[src/rtl/solution_capture_fifo_pkg.sv]
// -----------------------------------------------------------------------------
// solution_pkg
// Shared constants and types for the solution capture FIFO.
//   DATA_W          : width of one candidate word from the difficulty filter
//   BEAT_W          : width of one readout beat
//   BEATS_PER_ENTRY : beats drained per FIFO entry (4 data beats, plus one
//                     leading timestamp beat when SOLUTION_TIMESTAMP_EN is set)
//   ENTRY_W         : stored entry width (timestamp, if any, in the low word)
//   state_e         : readout FSM states
// Optional feature macro: SOLUTION_TIMESTAMP_EN
// -----------------------------------------------------------------------------
package solution_pkg;

    localparam int DATA_W = 128;
    localparam int BEAT_W = 32;

`ifdef SOLUTION_TIMESTAMP_EN
    localparam int BEATS_PER_ENTRY = 5;
`else
    localparam int BEATS_PER_ENTRY = 4;
`endif

    localparam int ENTRY_W    = BEATS_PER_ENTRY * BEAT_W;
    localparam int BEAT_IDX_W = $clog2(BEATS_PER_ENTRY);
    // Beat mux is sized to a power of two so any beat index value selects
    // a defined slot; unused slots read as zero.
    localparam int BEAT_SLOTS = 1 << BEAT_IDX_W;
    localparam logic [BEAT_IDX_W-1:0] LAST_BEAT = BEAT_IDX_W'(BEATS_PER_ENTRY - 1);

    typedef enum logic {
        IDLE = 1'b0,
        SEND = 1'b1
    } state_e;

endpackage

[src/rtl/solution_capture_fifo_sync_fifo_mem.sv]
// -----------------------------------------------------------------------------
// sync_fifo_mem
// DEPTH x WIDTH FIFO storage with read/write pointers and an occupancy level.
// The caller only asserts wr_en when not full and rd_en when not empty.
// Ports:
//   clk, rst_n : clock, asynchronous active-low reset (pointers/level only)
//   wr_en      : write wr_data at the write pointer
//   wr_data    : entry to store
//   rd_en      : retire the head entry
//   rd_data    : head entry (storage read at the read pointer)
//   level      : number of occupied entries, 0..DEPTH
// -----------------------------------------------------------------------------
module sync_fifo_mem #(
    parameter  int DEPTH = 4,
    parameter  int WIDTH = 128,
    localparam int AW    = $clog2(DEPTH),
    localparam int LW    = $clog2(DEPTH) + 1
) (
    input  logic             clk,
    input  logic             rst_n,
    input  logic             wr_en,
    input  logic [WIDTH-1:0] wr_data,
    input  logic             rd_en,
    output logic [WIDTH-1:0] rd_data,
    output logic [LW-1:0]    level
);

    logic [WIDTH-1:0] r_mem [DEPTH];
    logic [AW-1:0]    r_wr_ptr;
    logic [AW-1:0]    r_rd_ptr;
    logic [LW-1:0]    r_level;

    // Storage carries no reset: the level gates whether any slot is read.
    always_ff @(posedge clk) begin
        if (wr_en) begin
            r_mem[r_wr_ptr] <= wr_data;
        end
    end

    // DEPTH is a power of two, so natural pointer overflow is the modulo wrap.
    always_ff @(posedge clk or negedge rst_n) begin
        if (!rst_n) begin
            r_wr_ptr <= '0;
            r_rd_ptr <= '0;
            r_level  <= '0;
        end else begin
            if (wr_en) begin
                r_wr_ptr <= r_wr_ptr + AW'(1);
            end
            if (rd_en) begin
                r_rd_ptr <= r_rd_ptr + AW'(1);
            end
            case ({wr_en, rd_en})
                2'b10:   r_level <= r_level + LW'(1);
                2'b01:   r_level <= r_level - LW'(1);
                default: r_level <= r_level;
            endcase
        end
    end

    assign rd_data = r_mem[r_rd_ptr];
    assign level   = r_level;

endmodule

[src/rtl/solution_capture_fifo.sv]
// -----------------------------------------------------------------------------
// solution_capture_fifo
// Captures qualifying 128-bit candidates from the difficulty filter into a
// small FIFO and drains each entry as 32-bit beats (LSW first) under a
// valid/ready handshake. Keeps saturating found/dropped counters.
// Ports:
//   clk, rst_n    : clock, asynchronous active-low reset
//   data_i        : candidate word, bits [7:0] are the difficulty byte
//   data_i_valid  : candidate qualifies (no upstream backpressure)
//   out_data      : current beat
//   out_valid     : beat available
//   out_last      : final beat of the current entry
//   out_ready     : consumer accepts beat when out_valid && out_ready
//   found_count   : candidates written into the FIFO (saturating)
//   drop_count    : candidates lost because the FIFO was full (saturating)
//   fifo_level    : occupied entries
// Optional feature macro: SOLUTION_TIMESTAMP_EN -- a free-running 32-bit
// cycle counter is stored with each entry and drained as a leading beat.
// -----------------------------------------------------------------------------
module solution_capture_fifo
    import solution_pkg::*;
#(
    parameter int DEPTH = 4,
    parameter int CNT_W = 16
) (
    input  logic                     clk,
    input  logic                     rst_n,
    input  logic [DATA_W-1:0]        data_i,
    input  logic                     data_i_valid,
    output logic [BEAT_W-1:0]        out_data,
    output logic                     out_valid,
    output logic                     out_last,
    input  logic                     out_ready,
    output logic [CNT_W-1:0]         found_count,
    output logic [CNT_W-1:0]         drop_count,
    output logic [$clog2(DEPTH):0]   fifo_level
);

    localparam int LW = $clog2(DEPTH) + 1;

    state_e                  r_state;
    state_e                  w_state_next;
    logic [BEAT_IDX_W-1:0]   r_beat;
    logic [BEAT_IDX_W-1:0]   w_beat_next;
    logic [CNT_W-1:0]        r_found;
    logic [CNT_W-1:0]        r_drop;

    logic [LW-1:0]           w_level;
    logic [ENTRY_W-1:0]      w_entry;
    logic [ENTRY_W-1:0]      w_head;
    logic                    w_full;
    logic                    w_push;
    logic                    w_drop;
    logic                    w_fire;
    logic                    w_pop;
    logic [BEAT_W-1:0]       w_beats [BEAT_SLOTS];

    // Full is judged on the level before the edge, so a retire in the same
    // cycle does not make room for an incoming candidate.
    assign w_full = (w_level == LW'(DEPTH));
    assign w_push = data_i_valid && !w_full;
    assign w_drop = data_i_valid && w_full;
    assign w_fire = out_valid && out_ready;
    assign w_pop  = w_fire && (r_beat == LAST_BEAT);

`ifdef SOLUTION_TIMESTAMP_EN
    logic [31:0] r_cycle;

    always_ff @(posedge clk or negedge rst_n) begin
        if (!rst_n) begin
            r_cycle <= '0;
        end else begin
            r_cycle <= r_cycle + 32'd1;
        end
    end

    // Timestamp sits in the low word so it drains as beat 0.
    assign w_entry = {data_i, r_cycle};
`else
    assign w_entry = data_i;
`endif

    sync_fifo_mem #(
        .DEPTH (DEPTH),
        .WIDTH (ENTRY_W)
    ) u_mem (
        .clk     (clk),
        .rst_n   (rst_n),
        .wr_en   (w_push),
        .wr_data (w_entry),
        .rd_en   (w_pop),
        .rd_data (w_head),
        .level   (w_level)
    );

    // Split the head entry into beat slots for the output mux.
    for (genvar gi = 0; gi < BEAT_SLOTS; gi++) begin : g_beat
        if (gi < BEATS_PER_ENTRY) begin : g_used
            assign w_beats[gi] = w_head[gi*BEAT_W +: BEAT_W];
        end else begin : g_pad
            assign w_beats[gi] = '0;
        end
    end

    // Readout FSM: state register
    always_ff @(posedge clk or negedge rst_n) begin
        if (!rst_n) begin
            r_state <= IDLE;
            r_beat  <= '0;
        end else begin
            r_state <= w_state_next;
            r_beat  <= w_beat_next;
        end
    end

    // Readout FSM: next state and beat index
    always_comb begin
        w_state_next = r_state;
        w_beat_next  = r_beat;
        case (r_state)
            IDLE: begin
                if (w_level != '0) begin
                    w_state_next = SEND;
                    w_beat_next  = '0;
                end
            end
            SEND: begin
                if (w_fire) begin
                    if (r_beat == LAST_BEAT) begin
                        w_beat_next = '0;
                        // Keep streaming if anything is left after this retire,
                        // including a candidate accepted on the same edge.
                        if ((w_level > LW'(1)) || w_push) begin
                            w_state_next = SEND;
                        end else begin
                            w_state_next = IDLE;
                        end
                    end else begin
                        w_beat_next = r_beat + BEAT_IDX_W'(1);
                    end
                end
            end
            default: begin
                w_state_next = IDLE;
                w_beat_next  = '0;
            end
        endcase
    end

    // Outputs depend only on FSM registers and FIFO storage; the head slot is
    // never overwritten while SEND is active because writes are blocked when full.
    assign out_valid = (r_state == SEND);
    assign out_last  = out_valid && (r_beat == LAST_BEAT);
    assign out_data  = out_valid ? w_beats[r_beat] : '0;

    // Saturating counters
    always_ff @(posedge clk or negedge rst_n) begin
        if (!rst_n) begin
            r_found <= '0;
            r_drop  <= '0;
        end else begin
            if (w_push && (r_found != '1)) begin
                r_found <= r_found + CNT_W'(1);
            end
            if (w_drop && (r_drop != '1)) begin
                r_drop <= r_drop + CNT_W'(1);
            end
        end
    end

    assign found_count = r_found;
    assign drop_count  = r_drop;
    assign fifo_level  = w_level;

endmodule

[config.mk]
export PLATFORM = sky130hd
export DESIGN_NAME = solution_capture_fifo
export DESIGN_NICKNAME = d
export VERILOG_FILES = /design/src/rtl/solution_capture_fifo_pkg.sv /design/src/rtl/solution_capture_fifo_sync_fifo_mem.sv /design/src/rtl/solution_capture_fifo.sv
export SDC_FILE = /design/constraint.sdc
export NUM_CORES = 1
export LEC_CHECK = 0
export ABC_AREA = 1
export CAP_MARGIN = 20
export CORE_ASPECT_RATIO = 1.5
export CORE_UTILIZATION = 35
export DETAILED_ROUTE_END_ITERATION = 10
export GPL_ROUTABILITY_DRIVEN = 0
export HOLD_SLACK_MARGIN = 0.05
export MAX_ROUTING_LAYER = met4
export PLACE_DENSITY_LB_ADDON = 0.25
export SLEW_MARGIN = 40
export SYNTH_ARGS = -nofsm -noshare
export SYNTH_HDL_FRONTEND = slang
export SYNTH_HIERARCHICAL = 1
export SYNTH_SLANG_ARGS = --single-unit
[constraint.sdc]
create_clock -name clk -period 5.6 [get_ports clk]
set_input_delay 0.84 -clock clk [delete_from_list [all_inputs] [get_ports clk]]
set_output_delay 0.84 -clock clk [all_outputs]
set_load 0.02 [all_outputs]
==> impl_metrics.ini <==
[status]
status = completed

[floorplanning]
fp.dieH_um = 324
top_level_ports = 201
dieArea_um2 = 70000
floorplan.initialDensity_pct = 35.4
number_of_standard_cell_rows_in_the_floorplan = 117
coreArea_um2 = 68100
die_x_um = 216

[critical_path]
cp-start-kind = register
worst-path-buf-inv = 3
timing.critical_path.cells = buf_12 > buf_12 > o211ai_1 > nand2_1 > nor2_1 > nor2_1 > o21ai_0 > a21oi_1 > clkdlybuf4s50_1
timing.critical_path.max_delay_family = buffers and inverters
path_depth = 9
r2r_end = u_mem/level[2]$_DFFE_PN0P_
setup.worst_path.start = u_mem/r_rd_ptr[0]$_DFFE_PN0P_
critical-path-max-stage-delay_ns = 0.81
timing.critical_path.to_type = output port
worst_path_max_delay_cell = sky130_fd_sc_hd__dfrtp_4
critical_path.reg2reg.startpoint = r_beat[0]$_DFFE_PN0P_
worst_r2r_path_depth = 11
critical_path.endpoint = out_data[12]
worst-r2r-setup-slack_ns = 2.91
required_time_at_the_endpoint_of_the_critical_path_ns = 4.76
worstPathArrival_ns = 3.78
critical_path_peak_fanout = 110
setup.worst_path.class = register to output port

[sta]
setup_viol_count_final = 0
skew_ns = 0.0218
clock.fmax_ghz = 0.217
fin_crit_sh_pct = 82.4
timing.max_slew.rel_slack_pct = 43.6
rsz0062_at_grt = false
report.final.hold_viol_count = 0
final_max_slew_viol_count = 0
setup_total_negative_slack_ns = 0
tmin_final_ns = 4.62
max_slew.worst_pin.slew_ns = 0.846
layout_setup_ws_ns = 0.985

[power_and_ir_drop]
ir_worst_vdd_mv = 0.491
p_per_area_nw_per_um2 = 528
lkg_pwr_nw = 10.8

[global_route]
grt_start_max_net_pins = 129
grt.overflow.total = 0
groute.usage.overall_pct = 18.8
first_global_vias = 15300
grt_antenna_before_repair = 25
first_pass_grt_wire_length_mm = 95.3

[clocking]
cts_hold_buffers = 0
cts.repair.resized = 0
cts-htree-levels = 2
tritoncts.num_buffers = 56
clk_root_buffer_cell = sky130_fd_sc_hd__clkbuf_16
clock_sinks = 554
cts-root-to-sink-buffers = 3
cts_tree = yes
postCtsSetupRepairBufs = 0
clkLatencyLatePin_ns = 0.61
clk_pin_slew_ns = 0.06

[synthesis]
netlist_instances = 2108
synthesis.area_um2 = 24100
ys_ff_latch = 554
synthesis.nets = 2249
synthesis.area_per_instance_um2 = 11.4
synth.yosys.warnings = 6
post_synth_num_cell_types = 29
seq_total_area_yosys_pct = 68.1

[drt]
route.detailed.wl_per_inst_um = 19.7
wl_met1_mm = 26.0
num_vias = 15600
detailedRoute.firstIterationViolations = 1102
top_signal_layer_used = met4
post_drt_via_cell_ratio = 4.83
final_antenna_net_count = 0
dr_wl_met2_mm = 32.6
finalWirelength_mm = 63.8
drt_pre_antenna_iters = 7
wl_met3_mm = 3.40
drcViolationCount = 0

[placed_design]
hpwl_mm = 40.3
place.port_buffers = 200
place_ws_ns = 1.63
placement.cell_area_um2 = 26700

[cells_and_area]
flow.area_growth_from_synthesis_pct = 18.7
num-nets-final = 2422
layout.cell_area.non_filler_um2 = 28600
mostFrequentLayoutCell = sky130_fd_sc_hd__nand2_1
layout-drive-gt1-share_pct = 6.31
commonest_cells_after_routing_fill_and_taps_aside = sky130_fd_sc_hd__nand2_1 (539), sky130_fd_sc_hd__edfxtp_1 (512), sky130_fd_sc_hd__inv_1 (291)

[worst_hold_path]
timing.hold.worst.class = input pin to async pin

[run]
cap_violations = 0
-- sequential cells by signal, summed over array words and instances, names as in the netlist --
signal          count
out_valid           1
u_mem/r_rd_ptr      2
u_mem/r_mem       512
u_mem/level         3
found_count        16
r_beat              2
u_mem/r_wr_ptr      2
drop_count         16
-- metal layers --
layer	up-vias	track usage (%)
met3	112	3.39
met5	-	-
met2	390	31.6
li1	7547	-
met4	0	7.56
met1	7561	22.3
-- cells by family (layout without fill, tap and decap cells) --
logic type / Yosys count / after routing / share of synthesized area [%]
AO/OA/AOI/OAI: 366 / 366 / 10.4
XOR/XNOR: 17 / 17 / 0.617
buffers and inverters: 417 / 637 / 8.40
adder cells (fa/ha/maj): 9 / 9 / 0.498
flip-flops: 554 / 554 / 68.1
AND/OR/NAND/NOR: 745 / 745 / 12.0
other: 0 / 14 / 0
-- synth_stat cells (all sizes together) --
library cell,number,share of area [%]
fa,1,0.083
nand4,13,0.34
edfxtp,512,64
nand3,20,0.46
nand2,545,8.5
a31oi,1,0.088
a22oi,1,0.031
xor2,6,0.22
o211ai,256,8.0
clkbuf,16,0.25
clkinv,1,0.016
and2b,1,0.036
nor2,166,2.7
a21oi,32,0.66
xnor2,11,0.40
ha,8,0.41
dfrtp,42,4.4
inv,302,4.7
buf,98,3.4
o21ai,76,1.6
-- area by class of cell --
cell class / count / area, um^2
flip-flops and latches: 554 / 16400
well taps: 892 / 1120
clock buffers: 64 / 1450
inverters: 303 / 1160
diodes: 14 / 35.0
multi-input cells: 1137 / 5680
fillers: 6411 / 39400
clock inverters: 41 / 425
repair buffers: 229 / 2330
-- how the worst min path moves through the flow --
| stage | from | cells past startpoint | end | slack [ns] |
|---|---|---|---|---|
| after global routing | rst_n | 1 | found_count[0]$_DFFE_PN0P_ | 0.24 |
| after CTS | rst_n | 1 | found_count[15]$_DFFE_PN0P_ | 0.20 |
| after global placement | u_mem/r_wr_ptr[0]$_DFFE_PN0P_ | 1 | u_mem/r_wr_ptr[0]$_DFFE_PN0P_ | 0.52 |
| after detailed placement | u_mem/level[0]$_DFFE_PN0P_ | 1 | u_mem/level[0]$_DFFE_PN0P_ | 0.51 |
| final | rst_n | 1 | found_count[0]$_DFFE_PN0P_ | 0.21 |
| after floorplan | u_mem/r_wr_ptr[0]$_DFFE_PN0P_ | 1 | u_mem/r_wr_ptr[0]$_DFFE_PN0P_ | 0.49 |
-- through the flow --
| stage | cells | power, mW | utilization, % | hold slack (ns) |
|---|---|---|---|---|
| 5_1_grt | 3233 | 16.0 | 42.1 | 0.241 |
| 3_5_place_dp | 3115 | 11.5 | 39.3 | 0.508 |
| 3_3_place_gp | 3114 | 11.4 | 39.2 | 0.516 |
| 4_1_cts | 3220 | 15.3 | 42.0 | 0.204 |
| 2_1_floorplan | 2108 | 9.57 | - | 0.491 |
| 6_report | 3234 | 15.1 | 42.1 | 0.215 |
-- where the power goes --
part | switching, mW | internal, mW
combinational | 3.75 | 1.84
sequential | 0.296 | 5.41
clock | 1.60 | 2.23
(Power assumes the default switching activity.)
